<file path="config.mk">
export PLATFORM = sky130hd
export DESIGN_NAME = board_writer_flat
export DESIGN_NICKNAME = d
export VERILOG_FILES = /design/src/rtl/board_writer_if.sv /design/src/rtl/board_writer.sv /design/src/flat_wrapper.sv
export SDC_FILE = /design/constraint.sdc
export NUM_CORES = 2
export LEC_CHECK = 0
export ABC_AREA = 1
export CORE_ASPECT_RATIO = 1.75
export CORE_MARGIN = 3
export CORE_UTILIZATION = 45
export DETAILED_ROUTE_END_ITERATION = 8
export GPL_TIMING_DRIVEN = 0
export HOLD_SLACK_MARGIN = 0.03
export PLACE_DENSITY = 0.65
export REMOVE_ABC_BUFFERS = 1
export SETUP_SLACK_MARGIN = 0.02
export SLEW_MARGIN = 15
export SYNTH_ARGS = -nofsm -noshare
export SYNTH_HDL_FRONTEND = slang
export SYNTH_SLANG_ARGS = --single-unit
</file>
<file path="constraint.sdc">
create_clock -name clk -period 13.4 [get_ports clk]
set_input_delay 2.01 -clock clk [delete_from_list [all_inputs] [get_ports clk]]
set_output_delay 2.01 -clock clk [all_outputs]
set_load 0.03 [all_outputs]
</file>
<file path="src/rtl/board_writer_if.sv">
// Lock/readback bundle between the game logic, the board writer and the renderer.
// The board writer (slave) owns the playfield; the master supplies landed pieces and read queries.
interface board_writer_if;
  logic        lock_valid;
  logic        lock_ready;
  logic [3:0]  x1, x2, x3, x4;
  logic [4:0]  y1, y2, y3, y4;
  logic [3:0]  rd_col;
  logic [4:0]  rd_row;
  logic        rd_cell;
  logic [15:0] score_bcd;
  logic        clear_valid;
  logic [2:0]  clear_count;
  logic        game_over;
  logic        busy;

  modport master (
    output lock_valid, x1, x2, x3, x4, y1, y2, y3, y4, rd_col, rd_row,
    input  lock_ready, rd_cell, score_bcd, clear_valid, clear_count, game_over, busy
  );

  modport slave (
    input  lock_valid, x1, x2, x3, x4, y1, y2, y3, y4, rd_col, rd_row,
    output lock_ready, rd_cell, score_bcd, clear_valid, clear_count, game_over, busy
  );
endinterface

</file>
<file path="src/rtl/board_writer.sv">
// Tetris playfield owner: writes landed pieces, removes full rows bottom-up,
// and keeps a saturating 4-digit BCD score for the renderer.
module board_writer #(
  parameter int COLS = 10,
  parameter int ROWS = 20
) (
  input  logic          clk,
  input  logic          reset,
  board_writer_if.slave bus
);

  localparam logic [COLS-1:0] FULL_ROW = {COLS{1'b1}};
  localparam logic [3:0]      COL_LIM  = 4'(COLS);
  localparam logic [4:0]      ROW_LIM  = 5'(ROWS);
  localparam logic [4:0]      LAST_ROW = 5'(ROWS - 1);

  typedef enum logic [1:0] {
    IDLE  = 2'd0,
    SCAN  = 2'd1,
    SHIFT = 2'd2,
    DONE  = 2'd3
  } state_t;

  state_t          state_q;
  logic [COLS-1:0] board_q [ROWS];
  logic [4:0]      r_q;
  logic [4:0]      d_q;
  logic [2:0]      count_q;
  logic [2:0]      clear_count_q;
  logic [15:0]     score_q;
  logic            game_over_q;
  logic            clear_valid_q;

  logic [3:0]      cell_x_s [4];
  logic [4:0]      cell_y_s [4];
  logic [COLS-1:0] piece_s  [ROWS];
  logic            go_hit_s;
  logic [3:0]      points_s;
  logic [16:0]     sum_s;
  logic [15:0]     score_d;
  logic            rd_cell_s;

  // Digit-wise BCD add of a small point value; bit 16 is the carry out of the thousands digit.
  function automatic logic [16:0] bcd_add(input logic [15:0] a, input logic [3:0] p);
    logic [4:0]  s;
    logic        c;
    logic [15:0] r;
    c = 1'b0;
    r = 16'h0000;
    for (int i = 0; i < 4; i++) begin
      s = {1'b0, a[i*4 +: 4]} + {4'b0000, c} + ((i == 0) ? {1'b0, p} : 5'd0);
      if (s > 5'd9) begin
        s = s - 5'd10;
        c = 1'b1;
      end else begin
        c = 1'b0;
      end
      r[i*4 +: 4] = s[3:0];
    end
    return {c, r};
  endfunction

  assign cell_x_s[0] = bus.x1;
  assign cell_x_s[1] = bus.x2;
  assign cell_x_s[2] = bus.x3;
  assign cell_x_s[3] = bus.x4;
  assign cell_y_s[0] = bus.y1;
  assign cell_y_s[1] = bus.y2;
  assign cell_y_s[2] = bus.y3;
  assign cell_y_s[3] = bus.y4;

  // Piece mask and game-over detection; collisions are judged against the board before the write.
  always_comb begin
    for (int i = 0; i < ROWS; i++) begin
      piece_s[i] = '0;
    end
    go_hit_s = 1'b0;
    for (int k = 0; k < 4; k++) begin
      go_hit_s = go_hit_s | (cell_y_s[k] == 5'd0);
      if ((cell_x_s[k] < COL_LIM) && (cell_y_s[k] < ROW_LIM)) begin
        piece_s[cell_y_s[k]][cell_x_s[k]] = 1'b1;
        go_hit_s = go_hit_s | board_q[cell_y_s[k]][cell_x_s[k]];
      end else begin
        go_hit_s = go_hit_s;
      end
    end
  end

  // Points for the rows cleared by this lock and the saturated new score.
  always_comb begin
    case (count_q)
      3'd0:    points_s = 4'd0;
      3'd1:    points_s = 4'd1;
      3'd2:    points_s = 4'd3;
      3'd3:    points_s = 4'd5;
      3'd4:    points_s = 4'd8;
      default: points_s = 4'd0;
    endcase
    sum_s = bcd_add(score_q, points_s);
    if (sum_s[16]) begin
      score_d = 16'h9999;
    end else begin
      score_d = sum_s[15:0];
    end
  end

  // Renderer read port, live even while a lock is being processed.
  always_comb begin
    if ((bus.rd_col < COL_LIM) && (bus.rd_row < ROW_LIM)) begin
      rd_cell_s = board_q[bus.rd_row][bus.rd_col];
    end else begin
      rd_cell_s = 1'b0;
    end
  end

  // Lock / scan / shift / score sequencer; a cleared row is rescanned since the row above drops into it.
  always_ff @(posedge clk or posedge reset) begin
    if (reset) begin
      state_q <= IDLE;
      for (int i = 0; i < ROWS; i++) begin
        board_q[i] <= '0;
      end
      r_q           <= 5'd0;
      d_q           <= 5'd0;
      count_q       <= 3'd0;
      clear_count_q <= 3'd0;
      score_q       <= 16'h0000;
      game_over_q   <= 1'b0;
      clear_valid_q <= 1'b0;
    end else begin
      clear_valid_q <= 1'b0;
      case (state_q)
        IDLE: begin
          if (bus.lock_valid && !game_over_q) begin
            for (int i = 0; i < ROWS; i++) begin
              board_q[i] <= board_q[i] | piece_s[i];
            end
            game_over_q <= go_hit_s;
            r_q         <= LAST_ROW;
            count_q     <= 3'd0;
            state_q     <= SCAN;
          end
        end
        SCAN: begin
          if (board_q[r_q] == FULL_ROW) begin
            d_q     <= r_q;
            state_q <= SHIFT;
          end else if (r_q == 5'd0) begin
            state_q <= DONE;
          end else begin
            r_q <= r_q - 5'd1;
          end
        end
        SHIFT: begin
          if (d_q == 5'd0) begin
            board_q[0] <= '0;
            count_q    <= count_q + 3'd1;
            state_q    <= SCAN;
          end else begin
            board_q[d_q] <= board_q[d_q - 5'd1];
            d_q          <= d_q - 5'd1;
          end
        end
        DONE: begin
          clear_valid_q <= 1'b1;
          clear_count_q <= count_q;
          score_q       <= score_d;
          state_q       <= IDLE;
        end
        default: state_q <= IDLE;
      endcase
    end
  end

  assign bus.lock_ready  = (state_q == IDLE) && !game_over_q;
  assign bus.busy        = (state_q != IDLE);
  assign bus.rd_cell     = rd_cell_s;
  assign bus.score_bcd   = score_q;
  assign bus.clear_valid = clear_valid_q;
  assign bus.clear_count = clear_count_q;
  assign bus.game_over   = game_over_q;

endmodule
</file>
<file path="src/flat_wrapper.sv">
// flat-port wrapper written by rule: the top's interface ports become plain ports
module board_writer_flat 
#(
  parameter int COLS = 10,
  parameter int ROWS = 20
)
  (clk, reset, bus_lock_valid, bus_x1, bus_x2, bus_x3, bus_x4, bus_y1, bus_y2, bus_y3, bus_y4, bus_rd_col, bus_rd_row, bus_lock_ready, bus_rd_cell, bus_score_bcd, bus_clear_valid, bus_clear_count, bus_game_over, bus_busy);
  board_writer_if bus_i ();
  input  logic clk;
  input  logic reset;
  input wire logic [$bits(bus_i.lock_valid)-1:0] bus_lock_valid;
  input wire logic [$bits(bus_i.x1)-1:0] bus_x1;
  input wire logic [$bits(bus_i.x2)-1:0] bus_x2;
  input wire logic [$bits(bus_i.x3)-1:0] bus_x3;
  input wire logic [$bits(bus_i.x4)-1:0] bus_x4;
  input wire logic [$bits(bus_i.y1)-1:0] bus_y1;
  input wire logic [$bits(bus_i.y2)-1:0] bus_y2;
  input wire logic [$bits(bus_i.y3)-1:0] bus_y3;
  input wire logic [$bits(bus_i.y4)-1:0] bus_y4;
  input wire logic [$bits(bus_i.rd_col)-1:0] bus_rd_col;
  input wire logic [$bits(bus_i.rd_row)-1:0] bus_rd_row;
  output wire logic [$bits(bus_i.lock_ready)-1:0] bus_lock_ready;
  output wire logic [$bits(bus_i.rd_cell)-1:0] bus_rd_cell;
  output wire logic [$bits(bus_i.score_bcd)-1:0] bus_score_bcd;
  output wire logic [$bits(bus_i.clear_valid)-1:0] bus_clear_valid;
  output wire logic [$bits(bus_i.clear_count)-1:0] bus_clear_count;
  output wire logic [$bits(bus_i.game_over)-1:0] bus_game_over;
  output wire logic [$bits(bus_i.busy)-1:0] bus_busy;
  assign bus_i.lock_valid = bus_lock_valid;
  assign bus_i.x1 = bus_x1;
  assign bus_i.x2 = bus_x2;
  assign bus_i.x3 = bus_x3;
  assign bus_i.x4 = bus_x4;
  assign bus_i.y1 = bus_y1;
  assign bus_i.y2 = bus_y2;
  assign bus_i.y3 = bus_y3;
  assign bus_i.y4 = bus_y4;
  assign bus_i.rd_col = bus_rd_col;
  assign bus_i.rd_row = bus_rd_row;
  assign bus_lock_ready = bus_i.lock_ready;
  assign bus_rd_cell = bus_i.rd_cell;
  assign bus_score_bcd = bus_i.score_bcd;
  assign bus_clear_valid = bus_i.clear_valid;
  assign bus_clear_count = bus_i.clear_count;
  assign bus_game_over = bus_i.game_over;
  assign bus_busy = bus_i.busy;
  board_writer #(.COLS(COLS), .ROWS(ROWS)) u_core (.clk(clk), .reset(reset), .bus(bus_i));
endmodule
</file>
==> results of run 1 <==
## per-layer routing
layer | overflow | global-route usage (%)
met5 | 2 | 37.19
met2 | 219 | 92.73
met3 | 6 | 69.82
met4 | 221 | 79.81
met1 | 7 | 81.53
## Yosys cell counts, drive strengths merged, types with 40 or more instances
master / count / share of area [%]
nor3: 40 / 0.74
dfrtp: 236 / 20
a21oi: 615 / 11
nand4: 73 / 1.6
buf: 175 / 3.6
nand3: 199 / 3.5
clkbuf: 110 / 1.4
a31oi: 41 / 0.91
nor2: 571 / 7.9
o21ai: 629 / 11
o22ai: 148 / 3.2
a22oi: 40 / 1.0
nand2: 1469 / 19
inv: 513 / 6.7
a221oi: 71 / 2.1
## cells by family after synthesis
kind of cell	count (synthesis)	synth area share (%)
AND/OR/NAND/NOR	2359	33.17
AO/OA/AOI/OAI	1663	32.84
buffers and inverters	818	11.94
flip-flops	236	20.37
adder cells (fa/ha/maj)	29	1.278
XOR/XNOR	11	0.3324
multiplexers	2	0.06907
## stage by stage
step	utilization (%)	hold slack [ns]	worst slack (ns)	cell area (µm²)	instances
global placement	46.07	0.4690	-0.9571	29250	5710
CTS	49.81	0.5256	4.971	31630	5821
floorplan	-	0.4905	4.915	27530	4833
detailed placement	48.25	0.4774	4.974	30640	5768
==> flow_summary_export.csv, run 1 <==
group,metric,value,unit
global_routing,gr-total-overflow,455,
yosys,synth_area,0.02899,mm²
floorplanning,start_util,45.65,%
clocking,cts_made_buffers,29,
yosys,syn_inst,5118,
placement,place_congestion,1.371,
yosys,yosys_register_bits,236,
placement,place_hpwl,176600,µm
status,flow.stopped_at,"global routing (5_1_grt)",
floorplanning,ioPinCount,72,
yosys,avgSynthCellArea,5.663,µm²
clocking,clock-sinks,236,
yosys,async_reset_ff_share,100.0,%
floorplanning,die-height,341.7,µm
floorplanning,num_rows,122,
yosys,yosysSeqAreaShare,20.37,%
yosys,synth_edf_count,0,
global_routing,grt_max_degree,91,
yosys,synthFlopType,"dfrtp_1",
status,status,"aborted with a tool error",
clocking,cts_max_path_buffers,3,
yosys,ys_types,60,
clocking,cts-hold-fix-buffers,0,
clocking,post_cts_resized,0,
global_routing,grt_pass1_vias,46420,
clocking,htreeDepth,1,
global_routing,grt_usage,80.80,%
clocking,cts_setup_buffers,0,
placement,place.port_buffers,71,
global_routing,grt_pass1_wl,398100,µm
yosys,yosys_warnings,0,
status,firstError,"[ERROR GRT-0116] Global routing finished with congestion. Check the congestion regions in the DRC Viewer.",
clocking,cts_root_buf,"clkbuf_16",
floorplanning,dieWidth,197.9,µm
==> inputs of run 2 (changes only) <==
- CORE_ASPECT_RATIO: 1.75 -> not set
- CORE_UTILIZATION: 45 -> 30
- HOLD_SLACK_MARGIN: 0.03 -> not set
- PLACE_DENSITY: 0.65 -> not set
- PLACE_DENSITY_LB_ADDON: not set -> 0.15
- SETUP_SLACK_MARGIN: 0.02 -> not set
==> run 2 against run 1 <==
  * The flow now finishes, with violations (design-rule violations, max-capacitance violations, max-slew violations)
  * Synthesized area did not move
  * Synthesized cell count did not move
==> flow_summary_export.csv, run 2 <==
group,metric,value,unit
status,status,"finished with violations",
status,violations,"design-rule violations, max-capacitance violations, max-slew violations",
yosys,synth_top_area_share,20.37,%
sta,drv_slew,2,
sta,rsz0062_at_grt,"no",
yosys,synth-compound-area-share,32.84,%
routing,dr_total_vias,42540,
pwr,cellPowerDensity,72.95,mW/mm²
finish,area_growth,13.77,%
worst_hold_path,hp-start,"u_core.bus.clear_count[1]",
finish,fillers,10790,
sta,finClkSkew,0.03400,ns
yosys,yosysSeqAreaShare,20.37,%
finish,utilization,34.55,%
finish,final-instance-count-excl-fill,6323,
yosys,synthAdderAreaFrac,1.278,%
global_routing,gr-total-overflow,0,
critical_path,critPathCaptureType,"primary output",
clocking,clock-sinks,236,
clocking,htreeDepth,2,
yosys,syn_inst,5118,
pwr,p_int,0.001488,W
finish,layout_commonest_cell,"nand2_1",
floorplanning,dieArea,0.1004,mm²
clocking,worstSkewPairLatency,0.64,ns
routing,antenna_left,0,
finish,multi_input_area,0.01998,mm²
pwr,peakVddDrop,0.06870,mV
clocking,cts_root_buf,"clkbuf_16",
global_routing,grtUsageMet2,67.16,%
sta,finalHoldViolCount,0,
yosys,synthTopCellsByCount,"nand2_1, a21oi_1, o21ai_0, nor2_1, inv_1",
routing,drt_first_pass_iters,9,
run,drv_cap,1,
clocking,path_clk_slew,0.06,ns
placement,placed_area,0.03165,mm²
finish,regArea,0.005911,mm²
pwr,comb_power_share,24.5,%
yosys,synthFlopType,"dfrtp_1",
global_routing,met1_usage,62.70,%
yosys,synth_edf_count,0,
placement,place.port_buffers,71,
critical_path,cp.required,11.39,ns
placement,place_hpwl,195400,µm
yosys,yosys_register_bits,236,
worst_hold_path,holdPathEnd,"u_core.bus.clear_count[1]",
global_routing,grt_pass1_vias,37130,
sta,fmax,0.1090,GHz
yosys,muxShareOfSynthArea,0.06907,%
global_routing,grt_usage,51.04,%
routing,drc,7,
sta,min_period_over_period,68.46,%
placement,placed_cells,6248,
critical_path,arrival,7.16,ns
floorplanning,die-height,316.8,µm
pwr,p_sw_share,38.15,%
yosys,async_reset_ff_share,100.0,%
finish,final_cell_mix,"nand2_1, a21oi_1, o21ai_0, nor2_1, inv_1",
sta,worst_slew_pin_slew,1.567,ns
critical_path,critical_path_class,"primary input to primary output",
routing,via_per_inst,6.728,
critical_path,reg2reg_slack,6.59,ns
yosys,synthXorXnorAreaFrac,0.3324,%
yosys,avgSynthCellArea,5.663,µm²
floorplanning,dieWidth,316.8,µm
yosys,yosys.area_share.simple,33.17,%
finish,fin_area,0.03298,mm²
placement,place_congestion,1.154,
yosys,synth_largest_area_cell,"dfrtp_1",
global_routing,use_met3,26.72,%
critical_path,cp_max_fo,12,
sta,setup_violations,0,
finish,regMostFlops,"u_core.board_q",
global_routing,grt_max_degree,86,
clocking,cts_max_path_buffers,3,
worst_hold_path,min_delay_path_depth,2,
sta,relSlewSlack,-5.570,%
critical_path,r2r_start,"u_core.d_q[0]",
finish,drive_above_1_share,7.211,%
floorplanning,core_area,0.09544,mm²
yosys,ys_types,60,
routing,routedWlPerCell,41.95,µm
routing,dr.first_iter.drc_count,8588,
clocking,cts_made_buffers,36,
yosys,yosys-top-cells-area,"dfrtp_1, nand2_1, a21oi_1",
clocking,cts_setup_buffers,0,
global_routing,grt_busiest_layer,"met2",
floorplanning,start_util,30.37,%
finish,num-nets-final,5098,
yosys,yosysMostFrequentCell,"nand2_1",
global_routing,antenna_found_initial,30,
pwr,power_frac_seq,29.6,%
global_routing,grt_pass1_wl,344200,µm
yosys,yosys_warnings,0,
pwr,p_leak,14.46,nW
pwr,power.total,0.002406,W
sta,period_needed,9.173,ns
critical_path,critPathLaunchType,"primary input",
yosys,synth_top_family_by_area,"simple AND/OR/NAND/NOR gates",
clocking,post_cts_resized,0,
clocking,cts_tree,"built",
worst_hold_path,hp-class,"flop to flop",
clocking,cts-hold-fix-buffers,0,
floorplanning,ioPinCount,72,
pwr,clockPowerShare,45.9,%
critical_path,reg2reg_depth,14,
finish,largest_reg_flops,200,
critical_path,reg2reg_to,"u_core.board_q[143]",
pwr,power.switching,0.0009178,W
yosys,synth_area,0.02899,mm²
routing,wl,265300,µm
floorplanning,num_rows,113,
run 2: cell counts after synthesis:
No cell type changed its count.
run 2: how the worst max path moves through the flow:
| stage | from | endpoint |
|---|---|---|
| finish | bus_rd_row[3] | bus_rd_cell |
| global route | bus_rd_row[3] | bus_rd_cell |
| CTS | bus_rd_row[3] | bus_rd_cell |
| detailed placement | bus_rd_row[3] | bus_rd_cell |
| global placement | u_core.d_q[0] | u_core.board_q[63] |
| floorplan | reset | u_core.board_q[0] |
run 2: power by group through the flow:
stage	registers [W]	clock network (W)	logic, W
after floorplan	0.000726	0	0.000198
after global placement	0.000726	0	0.000511
after detailed placement	0.000726	0	0.000536
after CTS	0.000713	0.00110	0.000537
after global routing	0.000712	0.00112	0.000577
final	0.000713	0.00110	0.000589
run 2: kinds of logic (layout without fill, tap and decap cells):
logic type      count (synthesis)  count (layout)
compound gates               1663            1663
mux                             2               2
buf+inv                       818             748
other cells                     0              10
xor+xnor                       11              11
simple gates                 2359            2359
flops                         236             236
fa+ha+maj                      29              29
run 2: area by class of cell:
class / instances / share of cell area [%]
diodes: 10 / 0.07588
clock buffers: 44 / 2.975
clock inverters: 21 / 0.9561
inverters: 533 / 6.147
multi-input cells: 4064 / 60.59
flip-flops and latches: 236 / 17.92
well taps: 1265 / 4.800
repair buffers: 150 / 6.534
run 2: per-layer routing:
layer  vias to the layer above  part of all wire, %
met5                         -                0.088
met4                        34                  9.5
met3                      1070                   17
met2                      4084                   37
met1                     20190                   37
li1                      17160                    -
run 2: through the flow:
step	worst slack, ns	setup TNS, ns	hold WS [ns]
finish	4.227	0	0.4845
global route	4.335	0	0.5205
CTS	4.646	0	0.4863
detailed placement	4.650	0	0.4718
global placement	-1.676	-58.68	0.4695
floorplan	4.915	0	0.4905
run 2: worst max-delay path: stages:
cell	delay [ns]
clkdlybuf4s50_1	0.82
nor2_1	1.09
inv_1	0.43
nor2_1	0.94
nand3_1	0.51
nand3_1	0.22
nand3_1	0.10
nand3_1	0.10
nand3_1	0.08
nand2_1	0.12
clkdlybuf4s50_1	0.69
Power figures use the tool's default switching activity.
